--- config.mk ---
export PLATFORM = sky130hd
export DESIGN_NAME = ula_stage
export DESIGN_NICKNAME = d
export VERILOG_FILES = /design/src/rtl/ula_pkg.sv /design/src/rtl/ula_mul_seq.sv /design/src/rtl/ula_stage.sv
export SDC_FILE = /design/constraint.sdc
export NUM_CORES = 1
export LEC_CHECK = 0
export ABC_AREA = 1
export BUFFER_PORTS_ARGS = -buffer_cell sky130_fd_sc_hd__buf_2
export CELL_PAD_IN_SITES_DETAIL_PLACEMENT = 1
export CELL_PAD_IN_SITES_GLOBAL_PLACEMENT = 2
export CORE_MARGIN = 1.5
export CORE_UTILIZATION = 32
export CTS_BUF_LIST = sky130_fd_sc_hd__clkbuf_8
export CTS_CLUSTER_DIAMETER = 60
export CTS_CLUSTER_SIZE = 28
export DETAILED_ROUTE_END_ITERATION = 12
export PLACE_DENSITY = 0.87
export SLEW_MARGIN = 20
export SYNTH_ARGS = -nofsm -noshare
export SYNTH_HDL_FRONTEND = slang
export SYNTH_SLANG_ARGS = --single-unit
export TNS_END_PERCENT = 10
--- constraint.sdc ---
create_clock -name clk -period 1.95 [get_ports clk]
set_input_delay 0.195 -clock clk [delete_from_list [all_inputs] [get_ports clk]]
set_output_delay 0.195 -clock clk [all_outputs]
set_load 0.02 [all_outputs]
--- src/rtl/ula_pkg.sv ---
// Shared types for the ALU stage: op codes, FSM states and the flag bundle.
package ula_pkg;

  typedef enum logic [2:0] {
    OpAdd = 3'b000,
    OpSub = 3'b001,
    OpAnd = 3'b010,
    OpOr  = 3'b011,
    OpXor = 3'b100,
    OpSlt = 3'b101,
    OpShl = 3'b110,
    OpMul = 3'b111
  } ula_op_t;

  typedef enum logic [1:0] {
    StIdle = 2'b00,
    StBusy = 2'b01,
    StHold = 2'b10
  } ula_state_t;

  typedef struct packed {
    logic zero;
    logic neg;
    logic carry;
    logic ovf;
  } ula_flags_t;

endpackage

--- src/rtl/ula_mul_seq.sv ---
// Sequential shift-add multiplier: start loads operands, one partial product per
// cycle, done_o high once Width iterations have been applied.
module ula_mul_seq #(
  parameter int unsigned Width = 8
) (
  input  logic               clk_i,
  input  logic               rst_ni,
  input  logic               start_i,
  input  logic [Width-1:0]   a_i,
  input  logic [Width-1:0]   b_i,
  output logic               done_o,
  output logic [2*Width-1:0] product_o
);

  localparam int unsigned CntW = $clog2(Width + 1);

  logic [2*Width-1:0] mcand_q, mcand_d;
  logic [2*Width-1:0] prod_q, prod_d;
  logic [Width-1:0]   mplier_q, mplier_d;
  logic [CntW-1:0]    cnt_q, cnt_d;
  logic               busy_q, busy_d;

  always_comb begin
    mcand_d  = mcand_q;
    prod_d   = prod_q;
    mplier_d = mplier_q;
    cnt_d    = cnt_q;
    busy_d   = busy_q;
    if (start_i) begin
      mcand_d  = {{Width{1'b0}}, a_i};
      mplier_d = b_i;
      prod_d   = '0;
      cnt_d    = CntW'(Width);
      busy_d   = 1'b1;
    end else if (busy_q) begin
      if (cnt_q != '0) begin
        if (mplier_q[0]) prod_d = prod_q + mcand_q;
        mcand_d  = mcand_q << 1;
        mplier_d = mplier_q >> 1;
        cnt_d    = cnt_q - CntW'(1);
      end else begin
        busy_d = 1'b0;
      end
    end
  end

  always_ff @(posedge clk_i or negedge rst_ni) begin
    if (!rst_ni) begin
      mcand_q  <= '0;
      prod_q   <= '0;
      mplier_q <= '0;
      cnt_q    <= '0;
      busy_q   <= 1'b0;
    end else begin
      mcand_q  <= mcand_d;
      prod_q   <= prod_d;
      mplier_q <= mplier_d;
      cnt_q    <= cnt_d;
      busy_q   <= busy_d;
    end
  end

  assign done_o    = busy_q && (cnt_q == '0);
  assign product_o = prod_q;

endmodule

--- src/rtl/ula_stage.sv ---
// Registered ALU stage with valid/ready output handshake.
// Define ULA_MUL_EN to build the multi-cycle MUL; otherwise op 111 yields 0 in one cycle.
module ula_stage
  import ula_pkg::*;
#(
  parameter int unsigned WIDTH = 8
) (
  input  logic             clk,
  input  logic             rst_n,
  input  logic [WIDTH-1:0] w_SrcA,
  input  logic [WIDTH-1:0] w_SrcB,
  input  logic [2:0]       ula_control,
  input  logic             in_valid,
  output logic             in_ready,
  output logic [WIDTH-1:0] w_ula_result,
  output logic             flag_zero,
  output logic             flag_neg,
  output logic             flag_carry,
  output logic             flag_ovf,
  output logic             out_valid,
  input  logic             out_ready
);

  localparam int unsigned ShW = $clog2(WIDTH);

  ula_state_t       state_q, state_d;
  logic [WIDTH-1:0] result_q, result_d;
  ula_flags_t       flags_q, flags_d;

  ula_op_t          op;
  logic [WIDTH:0]   sum, diff;
  logic [WIDTH-1:0] alu_res;
  logic             alu_carry, alu_ovf;
  ula_flags_t       alu_flags;
  logic             accept;

  assign op        = ula_op_t'(ula_control);
  assign out_valid = (state_q == StHold);
  assign in_ready  = (state_q == StIdle) || ((state_q == StHold) && out_ready);
  assign accept    = in_valid && in_ready;

  always_comb begin
    sum       = {1'b0, w_SrcA} + {1'b0, w_SrcB};
    diff      = {1'b0, w_SrcA} - {1'b0, w_SrcB};
    alu_res   = '0;
    alu_carry = 1'b0;
    alu_ovf   = 1'b0;
    unique case (op)
      OpAdd: begin
        alu_res   = sum[WIDTH-1:0];
        alu_carry = sum[WIDTH];
        alu_ovf   = (w_SrcA[WIDTH-1] == w_SrcB[WIDTH-1]) && (sum[WIDTH-1] != w_SrcA[WIDTH-1]);
      end
      OpSub: begin
        alu_res   = diff[WIDTH-1:0];
        alu_carry = diff[WIDTH];  // borrow
        alu_ovf   = (w_SrcA[WIDTH-1] != w_SrcB[WIDTH-1]) && (diff[WIDTH-1] != w_SrcA[WIDTH-1]);
      end
      OpAnd: alu_res = w_SrcA & w_SrcB;
      OpOr:  alu_res = w_SrcA | w_SrcB;
      OpXor: alu_res = w_SrcA ^ w_SrcB;
      OpSlt: alu_res = {{(WIDTH-1){1'b0}}, $signed(w_SrcA) < $signed(w_SrcB)};
      OpShl: alu_res = w_SrcA << w_SrcB[ShW-1:0];
      OpMul: alu_res = '0;  // sequential path produces the real product when enabled
    endcase
    alu_flags = '{zero: (alu_res == '0), neg: alu_res[WIDTH-1], carry: alu_carry, ovf: alu_ovf};
  end

`ifdef ULA_MUL_EN
  logic               mul_start;
  logic               mul_done;
  logic [2*WIDTH-1:0] mul_prod;

  ula_mul_seq #(
    .Width (WIDTH)
  ) u_mul (
    .clk_i     (clk),
    .rst_ni    (rst_n),
    .start_i   (mul_start),
    .a_i       (w_SrcA),
    .b_i       (w_SrcB),
    .done_o    (mul_done),
    .product_o (mul_prod)
  );
`endif

  always_comb begin
    state_d  = state_q;
    result_d = result_q;
    flags_d  = flags_q;
`ifdef ULA_MUL_EN
    mul_start = 1'b0;
`endif
    case (state_q)
      StIdle, StHold: begin
        if (accept) begin
`ifdef ULA_MUL_EN
          if (op == OpMul) begin
            mul_start = 1'b1;
            state_d   = StBusy;
          end else
`endif
          begin
            result_d = alu_res;
            flags_d  = alu_flags;
            state_d  = StHold;
          end
        end else if ((state_q == StHold) && out_ready) begin
          state_d = StIdle;
        end
      end
`ifdef ULA_MUL_EN
      StBusy: begin
        if (mul_done) begin
          result_d = mul_prod[WIDTH-1:0];
          flags_d  = '{zero:  (mul_prod[WIDTH-1:0] == '0),
                       neg:   mul_prod[WIDTH-1],
                       carry: (mul_prod[2*WIDTH-1:WIDTH] != '0),
                       ovf:   1'b0};
          state_d  = StHold;
        end
      end
`endif
      default: state_d = StIdle;
    endcase
  end

  always_ff @(posedge clk or negedge rst_n) begin
    if (!rst_n) begin
      state_q  <= StIdle;
      result_q <= '0;
      flags_q  <= '0;
    end else begin
      state_q  <= state_d;
      result_q <= result_d;
      flags_q  <= flags_d;
    end
  end

  assign w_ula_result = result_q;
  assign flag_zero    = flags_q.zero;
  assign flag_neg     = flags_q.neg;
  assign flag_carry   = flags_q.carry;
  assign flag_ovf     = flags_q.ovf;

endmodule
==> results of run 1 <==
cells in the final DEF, fill, tap and decap left out:
cell type	n
nand2_1	99
inv_1	44
nand3_1	37
buf_2	36
buf_4	36
nor2_1	31
ha_1	25
o21ai_1	13
o21ai_0	13
a21oi_1	12
dfrtp_1	12
nand4_1	9
inv_2	7
nand3_2	4
clkbuf_8	4
nand2_2	3
or2_1	3
o21bai_1	2
xor2_1	2
a31oi_1	2
nand3b_1	1
nor2_2	1
nand2_4	1
inv_4	1
nor2_4	1
o21a_1	1
or2_2	1
o22ai_1	1
nor4_1	1
nor3_1	1
o211ai_1	1
fa_1	1
fa_2	1
dlygate4sd3_1	1
per-stage QoR:
| step | power [µW] | utilization | instances | cell area, µm² |
|---|---|---|---|---|
| floorplan | 699 | - | 338 | 2000 |
| global placement | 963 | 0.419 | 478 | 2510 |
| detailed placement | 986 | 0.419 | 478 | 2510 |
| CTS | 1260 | 0.430 | 483 | 2570 |
| global route | 1360 | 0.431 | 483 | 2580 |
| finish | 1250 | 0.431 | 483 | 2580 |
kinds of logic after synthesis:
logic type               Yosys count  synth area share
flip-flops                        12             0.150
buffers and inverters             59             0.117
AND/OR/NAND/NOR                  193             0.428
XOR/XNOR                           2           0.00875
AO/OA/AOI/OAI                     45             0.119
adder cells (fa/ha/maj)           27             0.176
power breakdown:
| group | switching (µW) | total (µW) | internal [µW] |
|---|---|---|---|
| Combinational | 423 | 679 | 256 |
| Sequential | 20.1 | 307 | 287 |
| Clock | 85.7 | 264 | 178 |
layer usage:
metal	part of all wire	wire, µm
met1	0.46	3360
met2	0.49	3590
met3	0.035	256
met4	0.022	165
met5	0	0
worst max path at each step:
stage	start	to	slack [ps]	cells past startpoint
4_1_cts	w_SrcA[0]	flag_zero	150	17
5_1_grt	w_SrcA[0]	flag_zero	10	17
2_1_floorplan	w_SrcA[0]	flag_zero	290	16
3_3_place_gp	w_SrcA[0]	flag_zero	-10	17
3_5_place_dp	w_SrcA[0]	flag_zero	-90	17
6_report	w_SrcA[1]	flag_zero	220	16
worst reg2reg max path: cells and delay by family (launching register included):
family,cells,cell delay (ps)
AO/OA/AOI/OAI,1,240
flip-flops,1,370
AND/OR/NAND/NOR,8,780
cell usage after synthesis:
master,number
nand2_1,100
a21oi_1,12
o21a_1,1
o22ai_1,1
nand2_2,2
xor2_1,2
nor4_1,1
buf_2,3
nand4_1,9
ha_1,25
dfrtp_1,12
or2_1,3
nand3b_1,1
inv_4,1
clkbuf_1,2
buf_4,2
o211ai_1,1
or2_2,1
o21bai_1,2
nor2_1,31
nor2_4,1
o21ai_1,13
nand3_2,4
inv_2,6
a31oi_1,2
nor3_1,1
nand2_4,1
o21ai_0,13
fa_1,2
nor2_2,1
inv_1,45
nand3_1,37
final cells by class:
class                           count  area [µm²]  share of cell area
Inverter                           52         198              0.0766
Multi-Input combinational cell    267        1470               0.571
Timing Repair Buffer               73         460               0.178
Sequential cell                    12         300               0.116
Tap cell                           75        93.8              0.0364
Clock buffer                        4        55.1              0.0213
flip-flops by register name, indices dropped and copies added (netlist names):
register	flops
flag_zero	1
state_q	1
flag_ovf	1
w_ula_result	8
flag_carry	1
repair_timing:
item / CTS / global route
resized for setup: 0 / 3
hold buffers: 1 / 0
endpoints found under the setup margin: 0 / 1
hold endpoints to repair: 12 / 0
==> results.md, run 1 <==
* Die footprint at around 0.0067 mm²
* Met2 Track Usage GR at 0.430
* Overflow left after global routing at 0
* Peak supply drop at 0.399 mV
* Pin count of the biggest net entering global routing at 13
* Mean routed wirelength per cell at roughly 15 µm
* Cell occurring most often along the worst timing path: nand2_1
* Sort of element at the end of the critical path: flop
* Fraction of met1 tracks used by global routing at 0.296
* Distinct cell type count after synthesis at 32
* Layout overhead on the synthesized area at 28.8%
* Unrepaired setup endpoints after global routing: no
* Number of buffers added by the clock tree synthesis step at 3
* Critical path, cell by cell: buf_2 > inv_1 > ha_1 > inv_1 > nand3b_1 > nand2_1 > nand2_1 > nand2_1 > nand2_1 > nand3_1 > nand2_1 > nand2_1 > nand2_1 > nor2_1 > nand2_1 > nand2_1
* Slew @ Worst Pin at ~440 ps
* Worst reg-to-reg path cell count at 9
* Fmax at about 580 MHz
* Initial antenna violation count at 0
* Total buffers and inverters traversed by the critical path at 3
* Sequential share of the synthesized area at 0.150
* # rows at 28
* Count of unresolved DRC violations after routing at 0
* Outcome: completed
* Core Region at 0.00599 mm²
* Power density over the cells at ~480 mW/mm²
* Clock insertion delay at the later pin of the skew report at 230 ps
* Count of routing violations after the opening detailed-route iteration at 95
* Final Setup Violations at 0
* Share of final-layout standard cells stronger than drive strength 1 at 0.235
* Total number of clock tree sinks at 12
* Post-synthesis net count at between 300 and 400
* Clock period minus worst slack at ~1700 ps
* Routed Antenna Nets at 0
* Master cell of the clock root buffer: clkbuf_8
* Syn Inst Count at roughly 340
* Hold path start: out_ready
* Height of the chip at 82.1 µm
* Startpoint of the worst-slack reg-to-reg timing path: state_q[1]
* Fin Hold WS at 258 ps
* Synth Warn # at 0
* Reg2Reg Setup Slack at roughly 500 ps
* Hold worst-path end: state_q[1]
* Syn avg cell area at about 6 µm²
* Met3 track demand over resource in global routing at 0.00549
* Area contributors post-synth: nand2_1, ha_1, dfrtp_1, nand3_1, inv_1
* Final Hold Violating Endpoints at 0
* Final routed wirelength across all metal layers at approximately 7400 µm
* CTS tree: yes
* Chip width at 82.1 µm
* Crit-path max FO at 4
* Delay of the slowest critical-path stage at 290 ps
* Area leader, netlist: nand2_1
* Total number of vias at between 2000 and 2500
* Boundary Pins at 37
* Count of buffers added by post-CTS timing repair for setup at 0
* Setup_tns at 0 ps
* Proportion of netlist area held by the largest area contributor at 0.187
* Maximum count of clock buffers along a single path at 2
* Worst hold path stage count at 4
* Setup slack of the critical path after layout at roughly 220 ps
* Number of search-and-repair iterations in the first detailed-routing pass at 4
* Largest clock skew in the final design at between 1.5 and 2 ps
* Pre-CTS setup slack at -85.8 ps
* Capture instance of the worst register-to-register path: flag_zero
* Normalized max-slew margin at 0.704
* CP required at 2130 ps
* Net count of the finished layout at 459
* Filler Cell Count at 867
* Total of buffers placed on input and output ports at 36
* Summed instance area of the synthesized netlist at 0.00200 mm²
* Diode count at 0
* Clock-pin slew reported for the worst setup and hold paths after clock tree synthesis at around 50 ps
* Number of global-route vias before repair at about 2500
* Routability-driven placement congestion ratio at between 0.8 and 0.9
* Crit path arrival time at 1910 ps
* CP top delay family: simple AND/OR/NAND/NOR gates
* Max Transition Viols Final at 0
* Global routing's busiest layer: met2
* Vias per Instance at about 5
* Half-perimeter wire length after placement at about 6400 µm
* Hold WC Path Type: input pin to flop
* Global router's overall resource usage at 0.235
* Max-capacitance violation count at 0
* Yosys reg bits at 12
* Global-route wire length before repair at between 10000 and 15000 µm
* P_leak at ~0.0015 µW
* Worst Setup Start Kind: input pin
* Number of H-tree levels at 1
* Initial Util at 0.334
* Crit-path slowest cell: ha_1
* Final Cycle Share at 0.886
* Critical setup path kind: input pin to flop
Power figures use the tool's default switching activity.
==> run 2: changes to the inputs <==
--- a/config.mk
+++ b/config.mk
@@ -9,6 +9,7 @@
 export BUFFER_PORTS_ARGS = -buffer_cell sky130_fd_sc_hd__buf_2
 export CELL_PAD_IN_SITES_DETAIL_PLACEMENT = 1
 export CELL_PAD_IN_SITES_GLOBAL_PLACEMENT = 2
+export CORE_ASPECT_RATIO = 0.6
 export CORE_MARGIN = 1.5
 export CORE_UTILIZATION = 32
 export CTS_BUF_LIST = sky130_fd_sc_hd__clkbuf_8
@@ -16,6 +17,7 @@
 export CTS_CLUSTER_SIZE = 28
 export DETAILED_ROUTE_END_ITERATION = 12
 export PLACE_DENSITY = 0.87
+export RECOVER_POWER = 100
 export SLEW_MARGIN = 20
 export SYNTH_ARGS = -nofsm -noshare
 export SYNTH_HDL_FRONTEND = slang
==> run 2 against run 1 <==
Critical endpoint unchanged. Largest power group unchanged. First-iteration DRC count up 82%. Clock power is 15% lower. Sequential power barely moved. Routed wire length grew 6.2%. Power shrank 0.92%. Cell area is 2.5% higher. Sequential cell count unchanged. Largest cell class unchanged. Sequential share of layout area decreased by 0.29 points.
==> results.md, run 2 (synthesis gave the netlist of run 1 again) <==
* Crit-path slowest cell: fa_1 (was ha_1)
* Routability-driven placement congestion ratio at 0.914 (was 0.875)
* Worst Setup Start Kind: input pin (unchanged)
* Metal-1 WL at 4170 µm (was 3360 µm)
* Number of search-and-repair iterations in the first detailed-routing pass at 6 (was 4)
* Clock group share of total power at 0.182 (was 0.211)
* Clock period minus worst slack at 1820 ps (was 1730 ps)
* Count of unresolved DRC violations after routing at 0 (unchanged)
* Critical setup path kind: input pin to flop (unchanged)
* Number of global-route vias before repair at 2505 (was 2517)
* Met2 wire len at 3150 µm (was 3590 µm)
* Core Region at 0.00608 mm² (was 0.00599 mm²)
* Final routed wirelength across all metal layers at 7830 µm (was 7370 µm)
* # rows at 22 (was 28)
* Largest clock skew in the final design at 1.29 ps (was 1.76 ps)
* Outcome: completed (unchanged)
* Fmax at 551 MHz (was 579 MHz)
* CP required at 2130 ps (about the same)
* Half-perimeter wire length after placement at 6860 µm (was 6390 µm)
* Maximum count of clock buffers along a single path at 2 (unchanged)
* Footprint of the multi-input gates at 0.00150 mm² (was 0.00147 mm²)
* Clock insertion delay at the later pin of the skew report at 240 ps (was 230 ps)
* Final Setup Violations at 0 (unchanged)
* Pin count of the biggest net entering global routing at 18 (was 13)
* Area occupied by registers at 300 µm² (unchanged)
* CTS tree: yes (unchanged)
* Peak supply drop at 0.172 mV (was 0.399 mV)
* Master cell of the clock root buffer: clkbuf_8 (unchanged)
* Max Transition Viols Final at 0 (unchanged)
* Diode count at 0 (unchanged)
* Global router's overall resource usage at 0.243 (was 0.235)
* Routed Antenna Nets at 0 (unchanged)
* Filler Cell Count at 856 (was 867)
* Max FFs per register at 8 (unchanged)
* Switch Pwr at 558 µW (was 529 µW)
* Final Hold Violating Endpoints at 0 (unchanged)
* Global-route wire length before repair at 12800 µm (was 12000 µm)
* Top library cells by usage in the layout, fill and taps aside: nand2_1, inv_1, buf_4 (was nand2_1, inv_1, nand3_1)
* Clock-pin slew reported for the worst setup and hold paths after clock tree synthesis at 50 ps (about the same)
* Mean routed wirelength per cell at 15.7 µm (was 15.3 µm)
* Total number of clock tree sinks at 12 (unchanged)
* Crit path arrival time at 2000 ps (was 1910 ps)
* P_leak at 0.00145 µW (was 0.00148 µW)
* Crit-path max FO at 4 (unchanged)
* Flop pwr share at 0.249 (was 0.246)
* Delay of the slowest critical-path stage at 390 ps (was 290 ps)
* Most common cell after layout, fill and taps aside: nand2_1 (unchanged)
* Wire length on met3 at 451 µm (was 256 µm)
* Total number of vias at 2490 (was 2426)
* Sort of element at the end of the critical path: flop (unchanged)
* Hold WC Path Type: input pin to flop (unchanged)
* Chip width at 105 µm (was 82.1 µm)
* Design area at 0.00265 mm² (was 0.00258 mm²)
* Total of buffers placed on input and output ports at 36 (unchanged)
* Critical path, cell by cell: buf_2 > ha_2 > inv_1 > fa_1 > inv_1 > buf_4 > nand2_1 > a31oi_1 > nand3_2 > nor2_1 > nand2_1 > nor2_2 > nand2_1 > nand2_1 (was buf_2 > inv_1 > ha_1 > inv_1 > nand3b_1 > nand2_1 > nand2_1 > nand2_1 > nand2_1 > nand3_1 > nand2_1 > nand2_1 > nand2_1 > nor2_1 > nand2_1 > nand2_1)
* Setup slack of the critical path after layout at 134 ps (was 222 ps)
* Normalized max-slew margin at 0.560 (was 0.704)
* Power density over the cells at 468 mW/mm² (was 484 mW/mm²)
* Final Cycle Share at 0.931 (was 0.886)
* Switching share of power at 0.450 (was 0.423)
* Relative contribution of combinational cells to total power at 0.569 (was 0.543)
* Max-capacitance violation count at 0 (unchanged)
* Layout overhead on the synthesized area at 32.0% (was 28.8%)
* Vias per Instance at 4.99 (was 5.02)
* Post-placement cell area at 0.00257 mm² (was 0.00251 mm²)
* Share of final-layout standard cells stronger than drive strength 1 at 0.229 (was 0.235)
* Number of buffers added by the clock tree synthesis step at 3 (unchanged)
* Initial Util at 0.329 (was 0.334)
* Count of routing violations after the opening detailed-route iteration at 173 (was 95)
* Pre-CTS setup slack at -300 ps (was -85.8 ps)
* Number of H-tree levels at 1 (unchanged)
* Total internal power at 681 µW (was 721 µW)
* Height of the chip at 64.3 µm (was 82.1 µm)
* Slew @ Worst Pin at 660 ps (was 442 ps)
* Die footprint at 0.00676 mm² (was 0.00674 mm²)
* Max Used Layer: met4 (unchanged)
* Cell occurring most often along the worst timing path: nand2_1 (unchanged)
* Initial antenna violation count at 0 (unchanged)
* Net count of the finished layout at 467 (was 459)
* Overflow left after global routing at 0 (unchanged)
* Boundary Pins at 37 (unchanged)
run 2: critical path, delay by kind of cell:
| family | cells | cell delay (ps) |
|---|---|---|
| adders and majority gates | 2 | 590 |
| and+or+nand+nor | 7 | 550 |
| buffers and inverters | 4 | 410 |
| AOI/OAI and AO/OA | 1 | 250 |
run 2: cell type report:
type,count,area share
clock buffer,3,0.0156
inverter,52,0.0747
multi-input combinational,267,0.568
sequential,12,0.114
tap,84,0.0397
timing repair buffer,81,0.188
run 2: per-layer routing:
metal | GRT usage | up-vias
met5 | 0 | -
met4 | 0.0274 | 0
met3 | 0.0337 | 6
met2 | 0.360 | 64
met1 | 0.378 | 1181
li1 | - | 1239
run 2: timing repair:
item                                    4_1_cts  5_1_grt
endpoints found under the hold margin        12        0
resized for setup                             2       10
hold buffers                                  1        0
pin swaps                                     0        6
buffers inserted                              0        1
endpoints found under the setup margin        1        1
run 2: final timing paths:
path / start / end / slack [ps] / cells past startpoint
worst max-delay path: w_SrcB[0] / flag_zero / 130 / 14
worst min-delay path: out_ready / state_q[1] / 280 / 4
worst max register to register: state_q[1] / w_ula_result[2] / 200 / 6
worst min register to register: w_ula_result[1] / w_ula_result[1] / 480 / 2
max in group asynchronous: rst_n / state_q[1] / 1060 / 2
min in group asynchronous: rst_n / w_ula_result[1] / 490 / 2
run 2: power by group through the flow:
stage / registers (µW) / logic (µW) / clock network [µW]
after global routing: 315 / 777 / 246
after floorplan: 358 / 340 / 0
after global placement: 310 / 675 / 0
after CTS: 308 / 700 / 232
after detailed placement: 312 / 695 / 0
final: 309 / 704 / 225
run 2: per-stage QoR:
stage | setup TNS, ps | hold WS [ps] | power (µW) | cells | util
finish | 0 | 280 | 1240 | 499 | 0.435
global placement | -256 | 85.6 | 986 | 494 | 0.423
global route | -1.60 | 296 | 1340 | 499 | 0.435
CTS | 0 | 265 | 1240 | 498 | 0.432
detailed placement | -410 | 87.8 | 1010 | 494 | 0.423
floorplan | 0 | -101 | 699 | 338 | -
